[src/rtl/ece453_gpio_irq_ctrl_pkg.sv]
`default_nettype none
// ============================================================================
// Module  : ece453_gpio_irq_ctrl_pkg
// Purpose : Shared register map, CONTROL bit positions and helpers for the
//           GPIO interrupt controller.
// Ports   : none (package)
// Rev     : 1.0  initial release
// ============================================================================
package ece453_gpio_irq_ctrl_pkg;

  // Word addresses of the register map
  localparam logic [4:0] ADDR_DEV_ID    = 5'd0;
  localparam logic [4:0] ADDR_CONTROL   = 5'd1;
  localparam logic [4:0] ADDR_RAW       = 5'd2;
  localparam logic [4:0] ADDR_DEBOUNCED = 5'd3;
  localparam logic [4:0] ADDR_RISE_EN   = 5'd4;
  localparam logic [4:0] ADDR_FALL_EN   = 5'd5;
  localparam logic [4:0] ADDR_IM        = 5'd6;
  localparam logic [4:0] ADDR_IRQ       = 5'd7;
  localparam logic [4:0] ADDR_EDGE_CNT  = 5'd8;

  // CONTROL register bits
  localparam int CTRL_ENABLE_BIT  = 0;
  localparam int CTRL_CLR_ALL_BIT = 1;

  // Width of the saturating event counter
  localparam int EDGE_CNT_W = 16;

  // Expand the four Avalon byte enables to a per-bit write mask
  function automatic logic [31:0] byte_mask(input logic [3:0] be);
    return {{8{be[3]}}, {8{be[2]}}, {8{be[1]}}, {8{be[0]}}};
  endfunction

endpackage
`default_nettype wire

[src/rtl/ece453_gpio_irq_ctrl_if.sv]
`default_nettype none
// ============================================================================
// Module  : ece453_gpio_irq_ctrl_if
// Purpose : Avalon-MM slave bus bundle for the GPIO interrupt controller.
// Signals : slave_address(5) slave_read slave_write slave_writedata(32)
//           slave_byteenable(4) slave_readdata(32, combinational)
// Rev     : 1.0  initial release
// ============================================================================
interface ece453_gpio_irq_ctrl_if;
  logic [4:0]  slave_address;
  logic        slave_read;
  logic        slave_write;
  logic [31:0] slave_writedata;
  logic [3:0]  slave_byteenable;
  logic [31:0] slave_readdata;

  modport master (
    output slave_address, slave_read, slave_write, slave_writedata, slave_byteenable,
    input  slave_readdata
  );

  modport slave (
    input  slave_address, slave_read, slave_write, slave_writedata, slave_byteenable,
    output slave_readdata
  );
endinterface
`default_nettype wire

[src/rtl/ece453_gpio_debounce_ch.sv]
`default_nettype none
// ============================================================================
// Module  : ece453_gpio_debounce_ch
// Purpose : One GPIO channel: 2-flop synchroniser, tick-sampled stability
//           counter, debounced level and a one-cycle change pulse.
// Ports   : clk, reset (async, active-high)
//           i_raw     asynchronous pin
//           i_tick    shared prescaled sample strobe
//           i_enable  debounce enable; when low the counter is held at 0
//           o_sync    synchronised pin level
//           o_db      debounced level
//           o_pulse   high for one cycle, aligned with the o_db update
// Rev     : 1.0  initial release
// ============================================================================
module ece453_gpio_debounce_ch #(
  parameter int STABLE_CNT = 8
) (
  input  wire  clk,
  input  wire  reset,
  input  wire  i_raw,
  input  wire  i_tick,
  input  wire  i_enable,
  output logic o_sync,
  output logic o_db,
  output logic o_pulse
);

  localparam int CNT_W = (STABLE_CNT > 1) ? $clog2(STABLE_CNT) : 1;
  localparam logic [CNT_W-1:0] C_CNT_LAST = CNT_W'(STABLE_CNT - 1);

  logic             r_meta;
  logic             r_sync;
  logic             r_db;
  logic             r_pulse;
  logic [CNT_W-1:0] r_cnt;

  always_ff @(posedge clk or posedge reset) begin
    if (reset) begin
      r_meta  <= 1'b0;
      r_sync  <= 1'b0;
      r_db    <= 1'b0;
      r_pulse <= 1'b0;
      r_cnt   <= '0;
    end else begin
      r_meta  <= i_raw;
      r_sync  <= r_meta;
      r_pulse <= 1'b0;
      if (!i_enable) begin
        r_cnt <= '0;
      end else if (i_tick) begin
        if (r_sync == r_db) begin
          r_cnt <= '0;
        end else if (r_cnt == C_CNT_LAST) begin
          // Enough consecutive disagreeing samples: accept the new level
          r_db    <= r_sync;
          r_cnt   <= '0;
          r_pulse <= 1'b1;
        end else begin
          r_cnt <= r_cnt + 1'b1;
        end
      end
    end
  end

  assign o_sync  = r_sync;
  assign o_db    = r_db;
  assign o_pulse = r_pulse;

endmodule
`default_nettype wire

[src/rtl/ece453_gpio_irq_ctrl.sv]
`default_nettype none
// ============================================================================
// Module  : ece453_gpio_irq_ctrl
// Purpose : Multi-channel debounced GPIO input block with edge detection,
//           sticky W1C interrupt status, mask and saturating event counter,
//           accessed over an Avalon-MM slave.
// Ports   : clk, reset (async, active-high)
//           bus       Avalon-MM slave (address/read/write/writedata/
//                     byteenable/readdata)
//           gpio_raw  asynchronous inputs [NUM_CH]
//           gpio_db   debounced levels   [NUM_CH]
//           irq_out   level interrupt, OR of masked pending bits
// Rev     : 1.0  initial release
// ============================================================================
module ece453_gpio_irq_ctrl
  import ece453_gpio_irq_ctrl_pkg::*;
#(
  parameter int          NUM_CH     = 8,
  parameter int          TICK_DIV   = 500000,
  parameter int          STABLE_CNT = 8,
  parameter logic [31:0] DEV_ID     = 32'hECE45320
) (
  input  wire                       clk,
  input  wire                       reset,
  ece453_gpio_irq_ctrl_if.slave     bus,
  input  wire  [NUM_CH-1:0]         gpio_raw,
  output logic [NUM_CH-1:0]         gpio_db,
  output logic                      irq_out
);

  localparam int TICK_W = $clog2(TICK_DIV);
  localparam logic [TICK_W-1:0] C_TICK_LAST = TICK_W'(TICK_DIV - 1);

  logic [TICK_W-1:0]     r_tick_cnt;
  logic                  r_enable;
  logic [NUM_CH-1:0]     r_rise_en;
  logic [NUM_CH-1:0]     r_fall_en;
  logic [NUM_CH-1:0]     r_im;
  logic [NUM_CH-1:0]     r_irq;
  logic [EDGE_CNT_W-1:0] r_edge_cnt;

  logic                  w_tick;
  logic [NUM_CH-1:0]     w_sync;
  logic [NUM_CH-1:0]     w_db;
  logic [NUM_CH-1:0]     w_pulse;
  logic [NUM_CH-1:0]     w_event;
  logic                  w_any_event;
  logic [31:0]           w_be_bits;
  logic [NUM_CH-1:0]     w_bm;
  logic [NUM_CH-1:0]     w_wd;
  logic                  w_wr_ctrl;
  logic                  w_wr_rise;
  logic                  w_wr_fall;
  logic                  w_wr_im;
  logic                  w_wr_irq;
  logic                  w_clr_all;
  logic [NUM_CH-1:0]     w_w1c;
  logic [31:0]           w_rdata;
  logic                  w_unused_bits;

  assign w_tick = (r_tick_cnt == C_TICK_LAST);

  generate
    for (genvar gi = 0; gi < NUM_CH; gi++) begin : g_ch
      ece453_gpio_debounce_ch #(
        .STABLE_CNT (STABLE_CNT)
      ) u_db (
        .clk      (clk),
        .reset    (reset),
        .i_raw    (gpio_raw[gi]),
        .i_tick   (w_tick),
        .i_enable (r_enable),
        .o_sync   (w_sync[gi]),
        .o_db     (w_db[gi]),
        .o_pulse  (w_pulse[gi])
      );
      // o_db already holds the new level while the pulse is high
      assign w_event[gi] = r_enable & w_pulse[gi] &
                           (w_db[gi] ? r_rise_en[gi] : r_fall_en[gi]);
    end
  endgenerate

  assign w_any_event = |w_event;

  // Bus write decode
  assign w_be_bits = byte_mask(bus.slave_byteenable);
  assign w_bm      = w_be_bits[NUM_CH-1:0];
  assign w_wd      = bus.slave_writedata[NUM_CH-1:0];
  assign w_wr_ctrl = bus.slave_write && (bus.slave_address == ADDR_CONTROL) &&
                     bus.slave_byteenable[0];
  assign w_wr_rise = bus.slave_write && (bus.slave_address == ADDR_RISE_EN);
  assign w_wr_fall = bus.slave_write && (bus.slave_address == ADDR_FALL_EN);
  assign w_wr_im   = bus.slave_write && (bus.slave_address == ADDR_IM);
  assign w_wr_irq  = bus.slave_write && (bus.slave_address == ADDR_IRQ);
  assign w_clr_all = w_wr_ctrl && bus.slave_writedata[CTRL_CLR_ALL_BIT];
  assign w_w1c     = w_wr_irq ? (w_wd & w_bm) : '0;

  // Collects bits that are intentionally not consumed for small NUM_CH
  assign w_unused_bits = ^{bus.slave_writedata, w_be_bits};

  always_ff @(posedge clk or posedge reset) begin
    if (reset) begin
      r_tick_cnt <= '0;
      r_enable   <= 1'b0;
      r_rise_en  <= '0;
      r_fall_en  <= '0;
      r_im       <= '0;
      r_irq      <= '0;
      r_edge_cnt <= '0;
    end else begin
      r_tick_cnt <= w_tick ? '0 : r_tick_cnt + 1'b1;

      if (w_wr_ctrl) r_enable <= bus.slave_writedata[CTRL_ENABLE_BIT];
      if (w_wr_rise) r_rise_en <= (r_rise_en & ~w_bm) | (w_wd & w_bm);
      if (w_wr_fall) r_fall_en <= (r_fall_en & ~w_bm) | (w_wd & w_bm);
      if (w_wr_im)   r_im      <= (r_im      & ~w_bm) | (w_wd & w_bm);

      // Clears first, then new events OR in so a coincident event wins
      r_irq <= (r_irq & ~w_w1c & {NUM_CH{~w_clr_all}}) | w_event;

      if (w_clr_all) begin
        r_edge_cnt <= EDGE_CNT_W'(w_any_event);
      end else if (w_any_event && (r_edge_cnt != '1)) begin
        r_edge_cnt <= r_edge_cnt + 1'b1;
      end
    end
  end

  always_comb begin
    w_rdata = '0;
    if (bus.slave_read) begin
      case (bus.slave_address)
        ADDR_DEV_ID:    w_rdata = DEV_ID;
        ADDR_CONTROL:   w_rdata[CTRL_ENABLE_BIT] = r_enable;
        ADDR_RAW:       w_rdata[NUM_CH-1:0] = w_sync;
        ADDR_DEBOUNCED: w_rdata[NUM_CH-1:0] = w_db;
        ADDR_RISE_EN:   w_rdata[NUM_CH-1:0] = r_rise_en;
        ADDR_FALL_EN:   w_rdata[NUM_CH-1:0] = r_fall_en;
        ADDR_IM:        w_rdata[NUM_CH-1:0] = r_im;
        ADDR_IRQ:       w_rdata[NUM_CH-1:0] = r_irq;
        ADDR_EDGE_CNT:  w_rdata[EDGE_CNT_W-1:0] = r_edge_cnt;
        default:        w_rdata = '0;
      endcase
    end
  end

  assign bus.slave_readdata = w_rdata;
  assign gpio_db            = w_db;
  assign irq_out            = |(r_irq & r_im);

endmodule
`default_nettype wire

[src/flat_wrapper.sv]
// flat-port wrapper written by rule: the top's interface ports become plain ports
module ece453_gpio_irq_ctrl_flat import ece453_gpio_irq_ctrl_pkg::*;
#(
  parameter int          NUM_CH     = 8,
  parameter int          TICK_DIV   = 500000,
  parameter int          STABLE_CNT = 8,
  parameter logic [31:0] DEV_ID     = 32'hECE45320
)
  (clk, reset, gpio_raw, gpio_db, irq_out, bus_slave_address, bus_slave_read, bus_slave_write, bus_slave_writedata, bus_slave_byteenable, bus_slave_readdata);
  ece453_gpio_irq_ctrl_if bus_i ();
  input  wire clk;
  input  wire reset;
  input  wire  [NUM_CH-1:0] gpio_raw;
  output logic [NUM_CH-1:0] gpio_db;
  output logic irq_out;
  input wire logic [$bits(bus_i.slave_address)-1:0] bus_slave_address;
  input wire logic [$bits(bus_i.slave_read)-1:0] bus_slave_read;
  input wire logic [$bits(bus_i.slave_write)-1:0] bus_slave_write;
  input wire logic [$bits(bus_i.slave_writedata)-1:0] bus_slave_writedata;
  input wire logic [$bits(bus_i.slave_byteenable)-1:0] bus_slave_byteenable;
  output wire logic [$bits(bus_i.slave_readdata)-1:0] bus_slave_readdata;
  assign bus_i.slave_address = bus_slave_address;
  assign bus_i.slave_read = bus_slave_read;
  assign bus_i.slave_write = bus_slave_write;
  assign bus_i.slave_writedata = bus_slave_writedata;
  assign bus_i.slave_byteenable = bus_slave_byteenable;
  assign bus_slave_readdata = bus_i.slave_readdata;
  ece453_gpio_irq_ctrl #(.NUM_CH(NUM_CH), .TICK_DIV(TICK_DIV), .STABLE_CNT(STABLE_CNT), .DEV_ID(DEV_ID)) u_core (.clk(clk), .reset(reset), .bus(bus_i), .gpio_raw(gpio_raw), .gpio_db(gpio_db), .irq_out(irq_out));
endmodule
[config.mk]
export PLATFORM = sky130hd
export DESIGN_NAME = ece453_gpio_irq_ctrl_flat
export DESIGN_NICKNAME = d
export VERILOG_FILES = /design/src/rtl/ece453_gpio_irq_ctrl_pkg.sv /design/src/rtl/ece453_gpio_irq_ctrl_if.sv /design/src/rtl/ece453_gpio_debounce_ch.sv /design/src/rtl/ece453_gpio_irq_ctrl.sv /design/src/flat_wrapper.sv
export SDC_FILE = /design/constraint.sdc
export NUM_CORES = 1
export LEC_CHECK = 0
export ABC_AREA = 1
export CORE_UTILIZATION = 38
export CTS_CLUSTER_DIAMETER = 40
export DETAILED_ROUTE_END_ITERATION = 8
export SYNTH_ARGS = -nofsm -noshare
export SYNTH_HDL_FRONTEND = slang
export SYNTH_SLANG_ARGS = --single-unit
[constraint.sdc]
create_clock -name clk -period 5.69 [get_ports clk]
set_input_delay 1.707 -clock clk [delete_from_list [all_inputs] [get_ports clk]]
set_output_delay 1.707 -clock clk [all_outputs]
set_load 0.01 [all_outputs]
**Word level (Yosys, flattened, before mapping)**

Index checks and enable logic that the tools add are counted.
W data, S select, Z words.

- Register bits after elaboration: 124
- Input port bits: 53
- Output and inout port bits: 41
- Word-level logic and storage cells: 223

- $add $sub $neg: 10
- Equality and inequality tests: 27
- Muxes and demuxes: 81
- Bitwise operators: 38
- Reduce and logical (&&, ||, !) cells: 20

Operators by type and width:

| cell | number |
|---|---|
| $mux W3 | 32 |
| $and A8 B8 Y8 | 7 |
| $pmux W7 S8 | 1 |
| $mux W16 | 3 |
| $mux W1 | 40 |
| $mux W32 | 1 |
| $or A8 B8 Y8 | 4 |
| $reduce_and A4 Y1 | 8 |
| $add A3 B1 Y3 const B | 8 |
| $eq A3 B3 Y1 const B | 8 |
| $eq A5 B3 Y1 const B | 4 |
| $add A19 B1 Y19 const B | 1 |
| $eq A19 B19 Y1 const B | 1 |
| $mux W19 | 1 |
| $add A16 B1 Y16 const B | 1 |
| $and A1 B1 Y1 | 16 |
| $ne A16 B16 Y1 const B | 1 |
| $not A8 Y8 | 2 |
| $pmux W8 S2 | 1 |
| $reduce_or A8 Y1 | 2 |
| $eq A5 B2 Y1 const B | 2 |
| $not A1 Y1 | 9 |
| $eq A1 B1 Y1 | 8 |
| $logic_and A1 B1 Y1 | 8 |
| other kinds (7) | 7 |

**Logic depth before layout (Yosys ltp)**

Gate-level depths: netlist of the first run.

- Word-level depth: 7
- Depth in mapped cells: 11
- Depth with buffers taken out: 11

**By module**

A second synthesis of the first run with hierarchy kept.

- Cells, all modules: 930
- Area total of the unflattened synthesis: 6961.7 sq um

By module, submodules not included:

| module | instances | cells an instance | area each (sq um) | seq. area each (sq um) |
|---|---|---|---|---|
| ece453_gpio_irq_ctrl | 1 | 610 | 4359.2 | 1701.6 |
| ece453_gpio_debounce_ch | 8 | 40 | 325.3 | 175.2 |

**Least setup slack after synthesis of the first run**

OpenSTA, ideal clock, no wires.

- Path type: input to output
- Start point: input bus_slave_address[1]
- End point: output bus_slave_readdata[1]
- Data arrival time: 2.691 ns
- Required time: 3.983 ns
- Slack: 1.292 ns
- Stages: 8
- Path buffers: 1
- Path through: buf_2 nor2_1 inv_1 nor2_2 inv_1 o21ai_0 nor2_1 a21oi_1

- Longest elaborated chain between the ends: 3
- Elaborated cells between the ends (all ways): 10
- Those cells by class: 7 x eq/ne; 2 x mux; 1 x reduce/logical

Ends and longest elaborated chain:

| item | RTL line | text |
|---|---|---|
| from (decl) | flat_wrapper.sv:16 | `input wire logic [$bits(bus_i.slave_address)-1:0] bus_slave_address;` |
| $eq A5 B4 Y1, or another cell as far along | ece453_gpio_irq_ctrl.sv:132 | `case (bus.slave_address)` |
| $pmux W7 S8 * | ece453_gpio_irq_ctrl.sv:132 |  |
| $mux W32 * | ece453_gpio_irq_ctrl.sv:131 | `if (bus.slave_read) begin` |
| to (decl) | flat_wrapper.sv:21 | `output wire logic [$bits(bus_i.slave_readdata)-1:0] bus_slave_readdata;` |

Every way passes the cells marked *; elsewhere a longest branch is shown, timed or not.

**Worst setup path after layout of the first run**

- Start point: input bus_slave_address[0]
- End point: output bus_slave_readdata[5]

Same word-level chain as after synthesis.

==> results of run 1 <==
per-stage QoR:
step / util / total power [µW] / hold WS, ps / worst slack, ps
global placement: 0.427 / 1180 / 332 / 108
CTS: 0.465 / 2400 / 350 / 67.1
detailed placement: 0.427 / 1180 / 336 / 121
floorplan: - / 1110 / 331 / 684
finish: 0.466 / 2370 / 347 / 90.1
global route: 0.466 / 2460 / 357 / 0.798
cell type report:
cell class | count | share of cell area
inverters | 107 | 0.0500
flip-flops and latches | 124 | 0.384
multi-input cells | 601 | 0.371
repair buffers | 65 | 0.0792
clock buffers | 22 | 0.0586
well taps | 225 | 0.0348
clock inverters | 9 | 0.0227
cells in the mapped netlist, types with 15 or more instances:
cell / count / area (µm²)
nand2_1: 220 / 826
dfrtp_1: 124 / 3100
inv_1: 103 / 387
nor2_1: 95 / 357
nand3_1: 75 / 375
o21ai_0: 52 / 260
buf_4: 24 / 180
a21oi_1: 19 / 95.1
nor3_1: 19 / 95.1
ha_1: 18 / 225
nand3b_1: 18 / 135
nand4_1: 15 / 93.8
final timing paths:
path,from,depth (start not counted),slack [ps],end
max,bus_slave_address[0],9,90,bus_slave_readdata[5]
min,u_core.g_ch[4].u_db.r_meta,0,350,u_core.g_ch[4].u_db.o_sync
max reg2reg,u_core.r_tick_cnt[0],10,3130,u_core.g_ch[2].u_db.o_db
min reg2reg,u_core.g_ch[4].u_db.r_meta,0,350,u_core.g_ch[4].u_db.o_sync
max in group asynchronous,reset,3,2950,async pin
min in group asynchronous,reset,2,1810,u_core.r_tick_cnt[15]
logic make-up after synthesis:
| group | Yosys count | share of synthesized area |
|---|---|---|
| AO/OA/AOI/OAI | 99 | 0.0813 |
| XOR/XNOR | 17 | 0.0220 |
| adder cells (fa/ha/maj) | 18 | 0.0333 |
| buffers and inverters | 150 | 0.101 |
| flip-flops | 124 | 0.459 |
| other | 1 | 0.000555 |
| AND/OR/NAND/NOR | 460 | 0.302 |
repair_timing:
item	CTS	global route
gates resized for setup	0	4
setup endpoints to repair	0	5
setup buffers	0	0
metal layers:
layer / GRT usage / up-vias / wire [µm]
met2: 0.302 / 121 / 7740
met4: 0.0655 / 0 / 242
met5: 0 / - / 0
met3: 0.0385 / 18 / 680
li1: - / 2877 / -
met1: 0.263 / 2729 / 7600
power by group:
group	internal [µW]	total (µW)	leakage, µW	switching (µW)
Combinational	77.1	197	0.00211	120
Clock	812	1200	0.000317	385
Sequential	932	971	0.00160	38.9
worst max-delay path, cell delays in order:
cell	delay (ps)
clkdlybuf4s50_1	520
nor2_1	260
nand2_1	230
inv_1	180
nand2_1	70
o21ai_0	80
nor2_1	80
a21oi_1	200
clkdlybuf4s50_1	560
==> impl_metrics.py, run 1 <==
metrics = {
    "finish": {
        "final_common_cell": "nand2_1",
        "design_area_um2": 8090,
        "final_cells": 1153,
        "final_cell_mix": "nand2_1, dfrtp_1, inv_1, nor2_1, nand3_1",
        "seq_area_um2": 3100,
        "num-fill-cells": 1705,
        "nets": 987,
        "multi_input_area_um2": 3000,
        "drive_above_1_share": 0.0625,
        "area_growth_pct": 19.7,
        "diodes": 0,
    },
    "clocking": {
        "cts-htree-levels": 4,
        "cts_root_buf": "clkbuf_16",
        "cts_made_buffers": 17,
        "path_clk_slew_ps": 50,
        "cts.path.max_buffers": 2,
        "cts_num_sinks": 124,
        "clock_latency_ps": 410,
        "cts_tree": "done",
        "cts-hold-fix-buffers": 0,
    },
    "yosys": {
        "async_flop_share": 1.00,
        "synth_edf_count": 0,
        "ys_ff_latch": 124,
        "synth_area_um2": 6760,
        "synthCells": 869,
        "synth_cell_types": 33,
        "ys_warn_count": 0,
        "yosysSeqAreaShare": 0.459,
        "avgSynthCellArea_um2": 7.78,
        "synth-main-ff-cell": "dfrtp_1",
    },
    "drt": {
        "antenna_left": 0,
        "vias_per_cell": 4.98,
        "drc": 0,
        "drt_first_iter_violations": 394,
        "routedWlPerCell_um": 14.1,
        "routed_wl_um": 16300,
        "dr_total_vias": 5745,
        "first_pass_iters": 6,
    },
    "placed_design": {
        "place_inst": 1122,
        "portBuffers": 59,
        "hpwl_um": 11500,
        "routabilityCongestion": 0.883,
        "place_area_um2": 7420,
    },
    "global_routing": {
        "grt_max_degree": 67,
        "gr-total-overflow": 0,
        "antenna_found_initial": 0,
        "grt_pass1_wl_um": 27200,
        "first_global_vias": 5380,
        "track_usage": 0.192,
    },
    "worst_setup_path": {
        "crit_arrival_ps": 3890,
        "worst-path-max-fanout": 6,
        "start_kind": "primary input",
        "worstSetupEndpointType": "primary output",
        "crit_type": "primary input to primary output",
        "required_ps": 3980,
    },
    "sta": {
        "clock_skew_ps": 5.64,
        "slew_headroom": 0.284,
        "timing.final.crit_share": 0.984,
        "timing.fmax_mhz": 179,
        "tightest_slew_ps": 1070,
        "setup_tns_ps": 0,
        "hold_viol": 0,
        "setup_violations": 0,
        "fin_crit_ps": 5600,
        "drv_slew": 0,
        "rsz0062_at_grt": "no",
    },
    "power": {
        "leakage_uw": 0.00403,
        "powerDensity_nw_per_um2": 293,
        "ir_drop_uv": 206,
    },
    "run_status": {
        "status": "finished clean",
    },
    "floorplan": {
        "coreArea_um2": 17400,
        "chipWidth_um": 135,
        "dieHeight_um": 135,
        "io_pins": 94,
        "rows": 48,
        "start_util": 0.389,
        "dieArea_um2": 18300,
    },
    "worst_hold_path": {
        "hold_class": "register to register",
    },
    "job": {
        "maxCapViolCount": 0,
    },
}
No activity file was read; power rests on OpenSTA's default activity.
==> inputs of run 2 (changes only) <==
--- a/config.mk
+++ b/config.mk
@@ -7,4 +7,5 @@
 export LEC_CHECK = 0
 export ABC_AREA = 1
+export CAP_MARGIN = 20
 export CORE_UTILIZATION = 38
 export CTS_CLUSTER_DIAMETER = 40
==> constraint.sdc (replaced) <==
create_clock -name clk -period 5.69 [get_ports clk]
set_input_delay 1.4225 -clock clk [delete_from_list [all_inputs] [get_ports clk]]
set_output_delay 1.4225 -clock clk [all_outputs]
set_load 0.01 [all_outputs]
==> run 2 against run 1 <==
Power fell by 4.3%. Flip-flop and latch count is the same. Count of clock-buffer cells in the layout fell by 2. Cell area is 1.2% lower. Register-to-register slack lost 20 ps. Critical path type unchanged. Hold slack improved by 2.0 ps. Critical path depth is 1 lower. Maximum frequency increased by 9.3%. Utilization down 0.54 points. Largest cell class unchanged.
==> impl_metrics.py, run 2 (same netlist as run 1, synthesis figures left out) <==
metrics = {
    "floorplan": {
        "rows": 48,
        "start_util": 0.389,
        "chipWidth_um": 135,
        "dieArea_um2": 18300,
        "dieHeight_um": 135,
        "coreArea_um2": 17400,
        "io_pins": 94,
    },
    "placed_design": {
        "portBuffers": 59,
        "place_inst": 1119,
        "hpwl_um": 11500,
        "routabilityCongestion": 0.912,
    },
    "power": {
        "leakage_uw": 0.00395,
        "ir_drop_uv": 210,
        "powerDensity_nw_per_um2": 283,
        "p_total_uw": 2270,
    },
    "sta": {
        "slew_headroom": 0.387,
        "rsz0062_at_grt": "no",
        "fin_crit_ps": 5130,
        "tightest_slew_ps": 919,
        "timing.fmax_mhz": 195,
        "clock_skew_ps": 5.20,
        "drv_slew": 0,
        "setup_violations": 0,
        "whs_ps": 349,
        "hold_viol": 0,
        "setup_tns_ps": 0,
        "timing.final.crit_share": 0.901,
    },
    "global_routing": {
        "gr-total-overflow": 0,
        "grt_max_degree": 74,
        "track_usage": 0.193,
        "first_global_vias": 5428,
        "antenna_found_initial": 0,
        "grt_pass1_wl_um": 27300,
    },
    "worst_setup_path": {
        "start_kind": "primary input",
        "worst-path-max-fanout": 16,
        "crit_type": "primary input to primary output",
        "worstSetupEndpointType": "primary output",
        "crit_arrival_ps": 3700,
        "required_ps": 4270,
    },
    "worst_hold_path": {
        "hold_class": "register to register",
    },
    "clocking": {
        "cts_root_buf": "clkbuf_16",
        "cts-hold-fix-buffers": 0,
        "cts-htree-levels": 4,
        "cts_resized": 0,
        "cts_made_buffers": 17,
        "path_clk_slew_ps": 50,
        "clock_latency_ps": 430,
        "cts.path.max_buffers": 2,
        "cts_tree": "done",
        "post_cts_buffers": 0,
        "cts_num_sinks": 124,
    },
    "finish": {
        "post-route-util": 0.461,
        "area_growth_pct": 18.3,
        "drive_above_1_share": 0.0583,
        "final_cells": 1151,
        "nets": 985,
        "final_common_cell": "nand2_1",
        "diodes": 0,
        "final_cell_mix": "nand2_1, dfrtp_1, inv_1, nor2_1, nand3_1",
    },
    "drt": {
        "drt_first_iter_violations": 398,
        "routedWlPerCell_um": 14.2,
        "first_pass_iters": 5,
        "drc": 0,
        "antenna_left": 0,
        "dr_total_vias": 5733,
        "routed_wl_um": 16400,
        "vias_per_cell": 4.98,
    },
    "job": {
        "maxCapViolCount": 0,
    },
    "run_status": {
        "status": "finished clean",
    },
}
-- run 2: cell count changes in the layout (fill, tap and decap cells not counted), sizes merged, moves of 2 or more --
cell,previous run,this run
bufinv,5,3
clkinv,2,5
clkdlybuf4s50,57,59
dlymetal6s2s,2,0
clkinvlp,1,3
buf,6,3
-- run 2: worst max-delay path, stage by stage --
cell             delay (ps)
clkdlybuf4s50_1         640
nand2_1                  90
inv_1                    80
nand2_1                 330
o22ai_1                 250
nor2_1                   80
a21oi_1                 230
clkdlybuf4s50_1         580
-- run 2: power by group --
group          internal, µW  switching (µW)  leakage (µW)
sequential              932            38.1       0.00160
combinational          76.4             121       0.00206
clock                   695             403      0.000282
-- run 2: per-stage QoR --
step	worst slack [ps]	area, µm²
after floorplan	968	6780
after global placement	618	7390
after detailed placement	602	7390
after CTS	604	7990
after global routing	420	7990
final	564	7990
-- run 2: final timing paths --
kind,startpoint,endpoint,slack (ps),cells past startpoint
worst min register to register,u_core.g_ch[1].u_db.r_meta,u_core.g_ch[1].u_db.o_sync,350,0
max in group asynchronous,reset,u_core.g_ch[4].u_db.o_db,3210,3
worst min-delay path,u_core.g_ch[1].u_db.r_meta,u_core.g_ch[1].u_db.o_sync,350,0
worst max-delay path,bus_slave_address[1],bus_slave_readdata[6],560,8
min in group asynchronous,reset,u_core.r_tick_cnt[15],1560,2
worst max register to register,u_core.r_tick_cnt[0],u_core.g_ch[2].u_db.o_db,3110,10
-- run 2: metal layers --
metal / track usage / share of wire
met2: 0.303 / 0.46
met3: 0.0434 / 0.040
met4: 0.0568 / 0.014
met1: 0.266 / 0.49
met5: 0 / 0
-- run 2: cell type report --
type	instances	area (µm²)
tap	225	282
inverter	107	404
clock buffer	20	447
clock inverter	11	145
fill	1727	9360
multi-input combinational	601	2990
sequential	124	3100
timing repair buffer	63	621
